==> src/rtl/otter_cu_fsm.sv <==
// OTTER multicycle control unit sequencer: instruction states, enables, interrupt latch, instret.
// Optional illegal-opcode trap: define OTTER_CU_ILLEGAL_TRAP_EN.
module otter_cu_fsm #(
    parameter int unsigned CNT_W = 32
) (
    input  logic             clk,
    input  logic             rst_n,
    input  logic             intr,
    input  logic             csr_mie,
    input  logic [6:0]       ir6_0,
    input  logic [2:0]       ir14_12,
    output logic             pc_write,
    output logic             reg_write,
    output logic             mem_we2,
    output logic             mem_rden1,
    output logic             mem_rden2,
    output logic             csr_we,
    output logic             mret_exec,
    output logic             int_taken,
    output logic             rst_o,
    output logic             illegal,
    output logic [CNT_W-1:0] instret
);

    localparam logic [6:0] OP_LOAD   = 7'b0000011;
    localparam logic [6:0] OP_STORE  = 7'b0100011;
    localparam logic [6:0] OP_BRANCH = 7'b1100011;
    localparam logic [6:0] OP_REG    = 7'b0110011;
    localparam logic [6:0] OP_IMM    = 7'b0010011;
    localparam logic [6:0] OP_LUI    = 7'b0110111;
    localparam logic [6:0] OP_AUIPC  = 7'b0010111;
    localparam logic [6:0] OP_JAL    = 7'b1101111;
    localparam logic [6:0] OP_JALR   = 7'b1100111;
    localparam logic [6:0] OP_SYS    = 7'b1110011;

    typedef enum logic [2:0] {
        ST_INIT  = 3'd0,
        ST_FETCH = 3'd1,
        ST_EXEC  = 3'd2,
        ST_WB    = 3'd3,
        ST_INTR  = 3'd4
    } state_t;

    state_t           state_q, state_d;
    logic             pend_q, pend_d;
    logic [CNT_W-1:0] instret_q;
    logic             retire;
`ifdef OTTER_CU_ILLEGAL_TRAP_EN
    logic             ill_q, ill_d;
`endif

    always_ff @(posedge clk) begin
        if (!rst_n) begin
            state_q   <= ST_INIT;
            pend_q    <= 1'b0;
            instret_q <= '0;
`ifdef OTTER_CU_ILLEGAL_TRAP_EN
            ill_q     <= 1'b0;
`endif
        end else begin
            state_q <= state_d;
            pend_q  <= pend_d;
            if (retire)
                instret_q <= instret_q + CNT_W'(1);
`ifdef OTTER_CU_ILLEGAL_TRAP_EN
            ill_q   <= ill_d;
`endif
        end
    end

    always_comb begin
        pc_write  = 1'b0;
        reg_write = 1'b0;
        mem_we2   = 1'b0;
        mem_rden1 = 1'b0;
        mem_rden2 = 1'b0;
        csr_we    = 1'b0;
        mret_exec = 1'b0;
        int_taken = 1'b0;
        rst_o     = 1'b0;
        illegal   = 1'b0;
        retire    = 1'b0;
        pend_d    = pend_q | intr;
        state_d   = ST_INIT;
`ifdef OTTER_CU_ILLEGAL_TRAP_EN
        ill_d     = 1'b0;
`endif
        case (state_q)
            ST_INIT: begin
                rst_o   = 1'b1;
                state_d = ST_FETCH;
            end
            ST_FETCH: begin
                mem_rden1 = 1'b1;
                state_d   = ST_EXEC;
            end
            ST_EXEC: begin
                // Non-load instructions retire here; the load case overrides below.
                pc_write = 1'b1;
                retire   = 1'b1;
                state_d  = (pend_q & csr_mie) ? ST_INTR : ST_FETCH;
                case (ir6_0)
                    OP_LOAD: begin
                        pc_write  = 1'b0;
                        retire    = 1'b0;
                        mem_rden2 = 1'b1;
                        state_d   = ST_WB;
                    end
                    OP_STORE:  mem_we2 = 1'b1;
                    OP_BRANCH: ;
                    OP_REG, OP_IMM, OP_LUI, OP_AUIPC, OP_JAL, OP_JALR:
                        reg_write = 1'b1;
                    OP_SYS: begin
                        if (ir14_12 == 3'b000) begin
                            mret_exec = 1'b1;
                        end else if (ir14_12 == 3'b001) begin
                            reg_write = 1'b1;
                            csr_we    = 1'b1;
                        end
                    end
                    default: begin
`ifdef OTTER_CU_ILLEGAL_TRAP_EN
                        pc_write = 1'b0;
                        retire   = 1'b0;
                        illegal  = 1'b1;
                        ill_d    = 1'b1;
                        state_d  = ST_INTR;
`endif
                    end
                endcase
            end
            ST_WB: begin
                reg_write = 1'b1;
                pc_write  = 1'b1;
                retire    = 1'b1;
                state_d   = (pend_q & csr_mie) ? ST_INTR : ST_FETCH;
            end
            ST_INTR: begin
                int_taken = 1'b1;
                pc_write  = 1'b1;
                state_d   = ST_FETCH;
`ifdef OTTER_CU_ILLEGAL_TRAP_EN
                // An illegal-opcode trap leaves any external request pending.
                illegal   = ill_q;
                if (!ill_q)
                    pend_d = 1'b0;
`else
                pend_d    = 1'b0;
`endif
            end
            default: state_d = ST_INIT;
        endcase
    end

    assign instret = instret_q;

endmodule

==> config.mk <==
export PLATFORM = sky130hd
export DESIGN_NAME = otter_cu_fsm
export DESIGN_NICKNAME = d
export VERILOG_FILES = /design/src/rtl/otter_cu_fsm.sv
export SDC_FILE = /design/constraint.sdc
export NUM_CORES = 1
export LEC_CHECK = 0
export ABC_AREA = 0
export CAP_MARGIN = 20
export CORE_ASPECT_RATIO = 0.8
export CORE_MARGIN = 4
export CORE_UTILIZATION = 50
export DETAILED_ROUTE_END_ITERATION = 8
export GPL_ROUTABILITY_DRIVEN = 0
export PLACE_DENSITY = 0.93
export REMOVE_ABC_BUFFERS = 1
export SYNTH_ARGS = -nofsm -noshare
export SYNTH_HDL_FRONTEND = slang
export SYNTH_SLANG_ARGS = --single-unit
==> constraint.sdc <==
create_clock -name clk -period 3 [get_ports clk]
set_input_delay 0.6 -clock clk [delete_from_list [all_inputs] [get_ports clk]]
set_output_delay 0.6 -clock clk [all_outputs]
set_load 0.005 [all_outputs]
# Yosys cells after proc, flatten, opt, wreduce, memory -nomap -nowiden
# Cells that the tools add are included.
[word_totals]
regBits = 36
latchBits = 0
ram_bits = 0
mem_bits_ro = 0
word_cells = 49
n_memories = 0
[op_classes]
n_addsub = 1
multipliers = 0
div = 0
n_lt_le_gt_ge = 0
eq_ne = 14
n_shift = 0
muxes = 22
n_bitwise = 3
reduce_logical = 6
[op_table]
columns = ["op", "count"]
rows = [
  ["32-bit by 1-bit adder with 32-bit output, second input constant", 1],
  ["7-bit by 6-bit == test with 1-bit output, second input constant", 3],
  ["7-bit == test, second input constant", 3],
  ["1-bit 2-to-1 mux", 15],
  ["7-bit by 5-bit == test with 1-bit output, second input constant", 2],
  ["3-bit one-hot mux with 4 select lines", 1],
  ["1-bit one-hot mux with 2 select lines", 4],
  ["7-bit by 2-bit == test with 1-bit output, second input constant", 1],
  ["3-bit by 1-bit == test with 1-bit output, second input constant", 2],
  ["3-bit by 2-bit == test with 1-bit output, second input constant", 2],
  ["3-bit logical NOT", 2],
  ["3-bit 2-to-1 mux", 2],
  ["2-bit OR reduction", 3],
  ["6-bit OR reduction", 1],
  ["3-bit == test, second input constant", 1],
  ["1-bit bitwise AND", 1],
  ["1-bit inverter", 1],
  ["1-bit bitwise OR", 1],
]

# Longest topological paths before layout
[depth]
depth_word = 5
mapped_depth = 6
ltp_nobuf = 5

# Worst setup path before layout
# No wires, ideal clock.
[synth_timing]
path_type = "in2out"
start = "input ir6_0[3]"
end = "output pc_write"
arrival_time_ns = 1.705
t_required_ns = 2.400
slack_ns = 0.695
cell_stages = 4
path_buffers = 1
cell_sequence = "or3_1 o31ai_2 buf_2 nand2b_1"
[synth_between]
elab_chain_len = 3
[synth_rtl]
columns = ["item", "line", "text"]
rows = [
  ["start: declaration", "10", "input logic [6:0] ir6_0,"],
  ["7-bit by 2-bit == test with 1-bit output", "102", "case (ir6_0)"],
  ["1-bit 2-to-1 mux", "102", ""],
  ["1-bit one-hot mux with 2 select lines", "88", "case (state_q)"],
  ["end: declaration", "12", "output logic pc_write,"],
]
# Every way passes these cells.

# Worst setup path after layout
[layout_timing]
start = "input ir6_0[3]"
end = "output mret_exec"
[layout_between]
elab_chain_len = 3
[layout_rtl]
columns = ["item", "line", "text"]
rows = [
  ["7-bit == test", "102", ""],
  ["1-bit 2-to-1 mux", "102", ""],
  ["1-bit 2-to-1 mux", "88", ""],
  ["end: declaration", "18", "output logic mret_exec,"],
]
# Every way passes these cells.

==> impl_metrics.yaml <==
clock_network:
  cts_tree: "done"
  cts_root_buf: "clkbuf_8"
  cts_buffer_depth: 2
  postCtsSetupRepairBufs: 0
  postCtsHoldBufs: 0
  clk-insertion-delay-late_ps: 300
  clock-sinks: 36
  cts_max_level: 2
  cts_buffers: 5
  clkTransAtPathRegs_ps: 70
power_and_ir_drop:
  p_sw_mw: 0.229
  p_comb_share_pct: 8.9
  power_density_nw_per_um2: 394
  power_frac_clock_pct: 42.3
  leakage_nw: 0.920
  peakVddDrop_uv: 338
  p_seq_share_pct: 48.9
  internal-power_mw: 0.776
  switching_share_pct: 22.8
routing:
  routed_wl_mm: 4.72
  detail_route.drc_violations: 0
  drtIter0Drc: 128
  detail_route.wl_per_cell_um: 14.7
  ant_nets: 0
  routed_via_density: 5.64
  num_vias: 1806
  firstDrtPassIters: 4
critical_path:
  crit_fanout: 3
  critPathLaunchType: "input pin"
  cp_common_cell: "clkdlybuf4s50_1"
  arrival_ps: 2400
  cp_data_required_time_ps: 2400
  critPathSlowestCell: "clkdlybuf4s50_1"
  slowest_delay_ps: 540
  path_class: "input pin to output port"
  cp_cell_sequence: "clkdlybuf4s50_1, or3_4, nor3_4, nand3_2, nor2_1, clkdlybuf4s50_1"
  critPathCaptureType: "output port"
hold_path:
  holdCritPathClass: "flip-flop to flip-flop"
yosys:
  syn-instance-count: 218
  syn-cell-area_um2: 1810
  ys_ff_latch: 36
  async_flop_share_pct: 0
  yosysSeqAreaShare_pct: 39.9
  yosysWarningCount: 0
  synth_cell_types: 38
  ys.flop_type: "dfxtp_1"
  syn_avg_cell_area_um2: 8.29
  synth_edf_count: 0
timing:
  worst_pin_slew_ps: 548
  period_share_pct: 99.9
  setup-violations-final: 0
  holdWs_ps: 476
  fin_skew_ps: 3.05
  drv_slew: 0
  setup_tns_ps: 0
  slew_headroom_pct: 63.4
  finalHoldViolCount: 0
  fmax_mhz: 334
  period_needed_ps: 3000
place:
  dpl.hpwl_mm: 3.28
  port-buffer-count: 54
  place_area_um2: 2410
  dp.cells: 312
layout:
  nNetsFinal: 292
  syn2layout_area_growth_pct: 41.2
  final_util_pct: 74.1
  layout.cells.non_filler: 320
  layout-drive-gt1-share_pct: 9.71
  antenna_cells: 0
  stdcell_area_um2: 2550
global_route:
  grt_antenna_before_repair: 0
  overflow: 0
  grt_pass1_wl_mm: 7.60
  met3_usage_pct: 4.98
  grt_start_max_net_pins: 36
  gr-usage-all-layers_pct: 21.9
  grt_pass1_vias: 1624
  grtUsageMet2_pct: 34.6
  top_usage_layer: "met2"
  met1_usage_pct: 28.5
die:
  die-area_um2: 4650
  start_util_pct: 52.5
  core_um2: 3450
  rows: 19
  die_x_um: 75.2
  ios: 56
  die_h_um: 61.8
status:
  outcome: "finished clean"
job:
  cap_viol_max_count: 0
==> power groups by stage <==
stage	clock network, mW	logic [mW]	registers (mW)
5_1_grt	0.449	0.0971	0.492
2_1_floorplan	0	0.0325	0.500
6_report	0.425	0.0890	0.491
3_5_place_dp	0	0.0836	0.501
4_1_cts	0.431	0.0870	0.491
3_3_place_gp	0	0.0814	0.501
==> logic make-up after synthesis <==
logic type / synth area share, %
compound gates: 7.13
xor+xnor: 11.6
flops: 39.9
other cells: 0.207
buf+inv: 3.81
simple gates: 36.7
fa+ha+maj: 0.692
==> Yosys cell counts, types with 3 or more instances <==
cell type / n / area (um2)
nand2b_1: 3 / 18.8
nand3_1: 9 / 45.0
o21ai_0: 10 / 50.1
nor4_1: 5 / 31.3
buf_2: 4 / 20.0
or3_1: 9 / 56.3
nand2_1: 15 / 56.3
a21oi_1: 10 / 50.1
dfxtp_1: 36 / 721
clkbuf_1: 5 / 18.8
xor2_1: 12 / 105
nor2_1: 33 / 124
nor3_1: 7 / 35.0
and3_1: 5 / 31.3
nand4_1: 11 / 68.8
xnor2_1: 12 / 105
and4_1: 8 / 70.1
==> flip-flops by register name, indices dropped and copies added (netlist names) <==
register / flops
instret: 32
state_q: 3
pend_q: 1
==> what timing repair did <==
item	4_1_cts	5_1_grt
resized for setup	6	3
endpoints found under the setup margin	5	4
pin swaps	2	0
cloned	0	0
==> final timing paths <==
path	start	endpoint	slack, ps	cells past startpoint
setup / recovery	ir6_0[3]	mret_exec	4	6
hold / removal	pend_q	state_q[2]	480	2
setup reg to reg	state_q[1]	instret[22]	940	5
hold reg to reg	pend_q	state_q[2]	480	2
==> critical path, delay by kind of cell <==
family                 cells  cell delay [ps]
buffers and inverters      2              970
and+or+nand+nor            4              830
==> cells in the final DEF, fill, tap and decap left out, drive strengths merged, types with 3 or more instances in the layout <==
cell type      Yosys  layout
nor4               5       5
clkdlybuf4s50      0      52
clkbuf             5       6
nand2b             3       3
buf                6       9
nand2             15      15
and3               7       7
a21oi             10      10
nor3               7       7
o21ai             10      10
nand3             10      10
dfxtp             36      36
and4               8       8
or3               11      11
nor2              33      33
xnor2             12      12
xor2              12      12
nand4             12      12
==> area by class of cell <==
class,instances,area [um2]
repair buffers,63,609
inverters,3,11.3
flip-flops and latches,36,721
fillers,244,893
clock inverters,2,35.0
clock buffers,6,72.6
multi-input cells,168,1050
well taps,42,52.6
==> per-layer routing <==
| metal | wire length, um | vias up |
|---|---|---|
| met4 | 120 | 0 |
| li1 | - | 886 |
| met3 | 236 | 14 |
| met2 | 2240 | 58 |
| met5 | 0 | - |
| met1 | 2120 | 848 |
==> metrics by stage <==
| stage | total power [mW] | setup slack (ps) |
|---|---|---|
| final | 1.01 | 4.26 |
| after detailed placement | 0.585 | -198 |
| after global placement | 0.583 | -117 |
| after global routing | 1.04 | -5.41 |
| after CTS | 1.01 | 17.9 |
| after floorplan | 0.532 | 603 |
No activity file was read; power rests on OpenSTA's default activity.
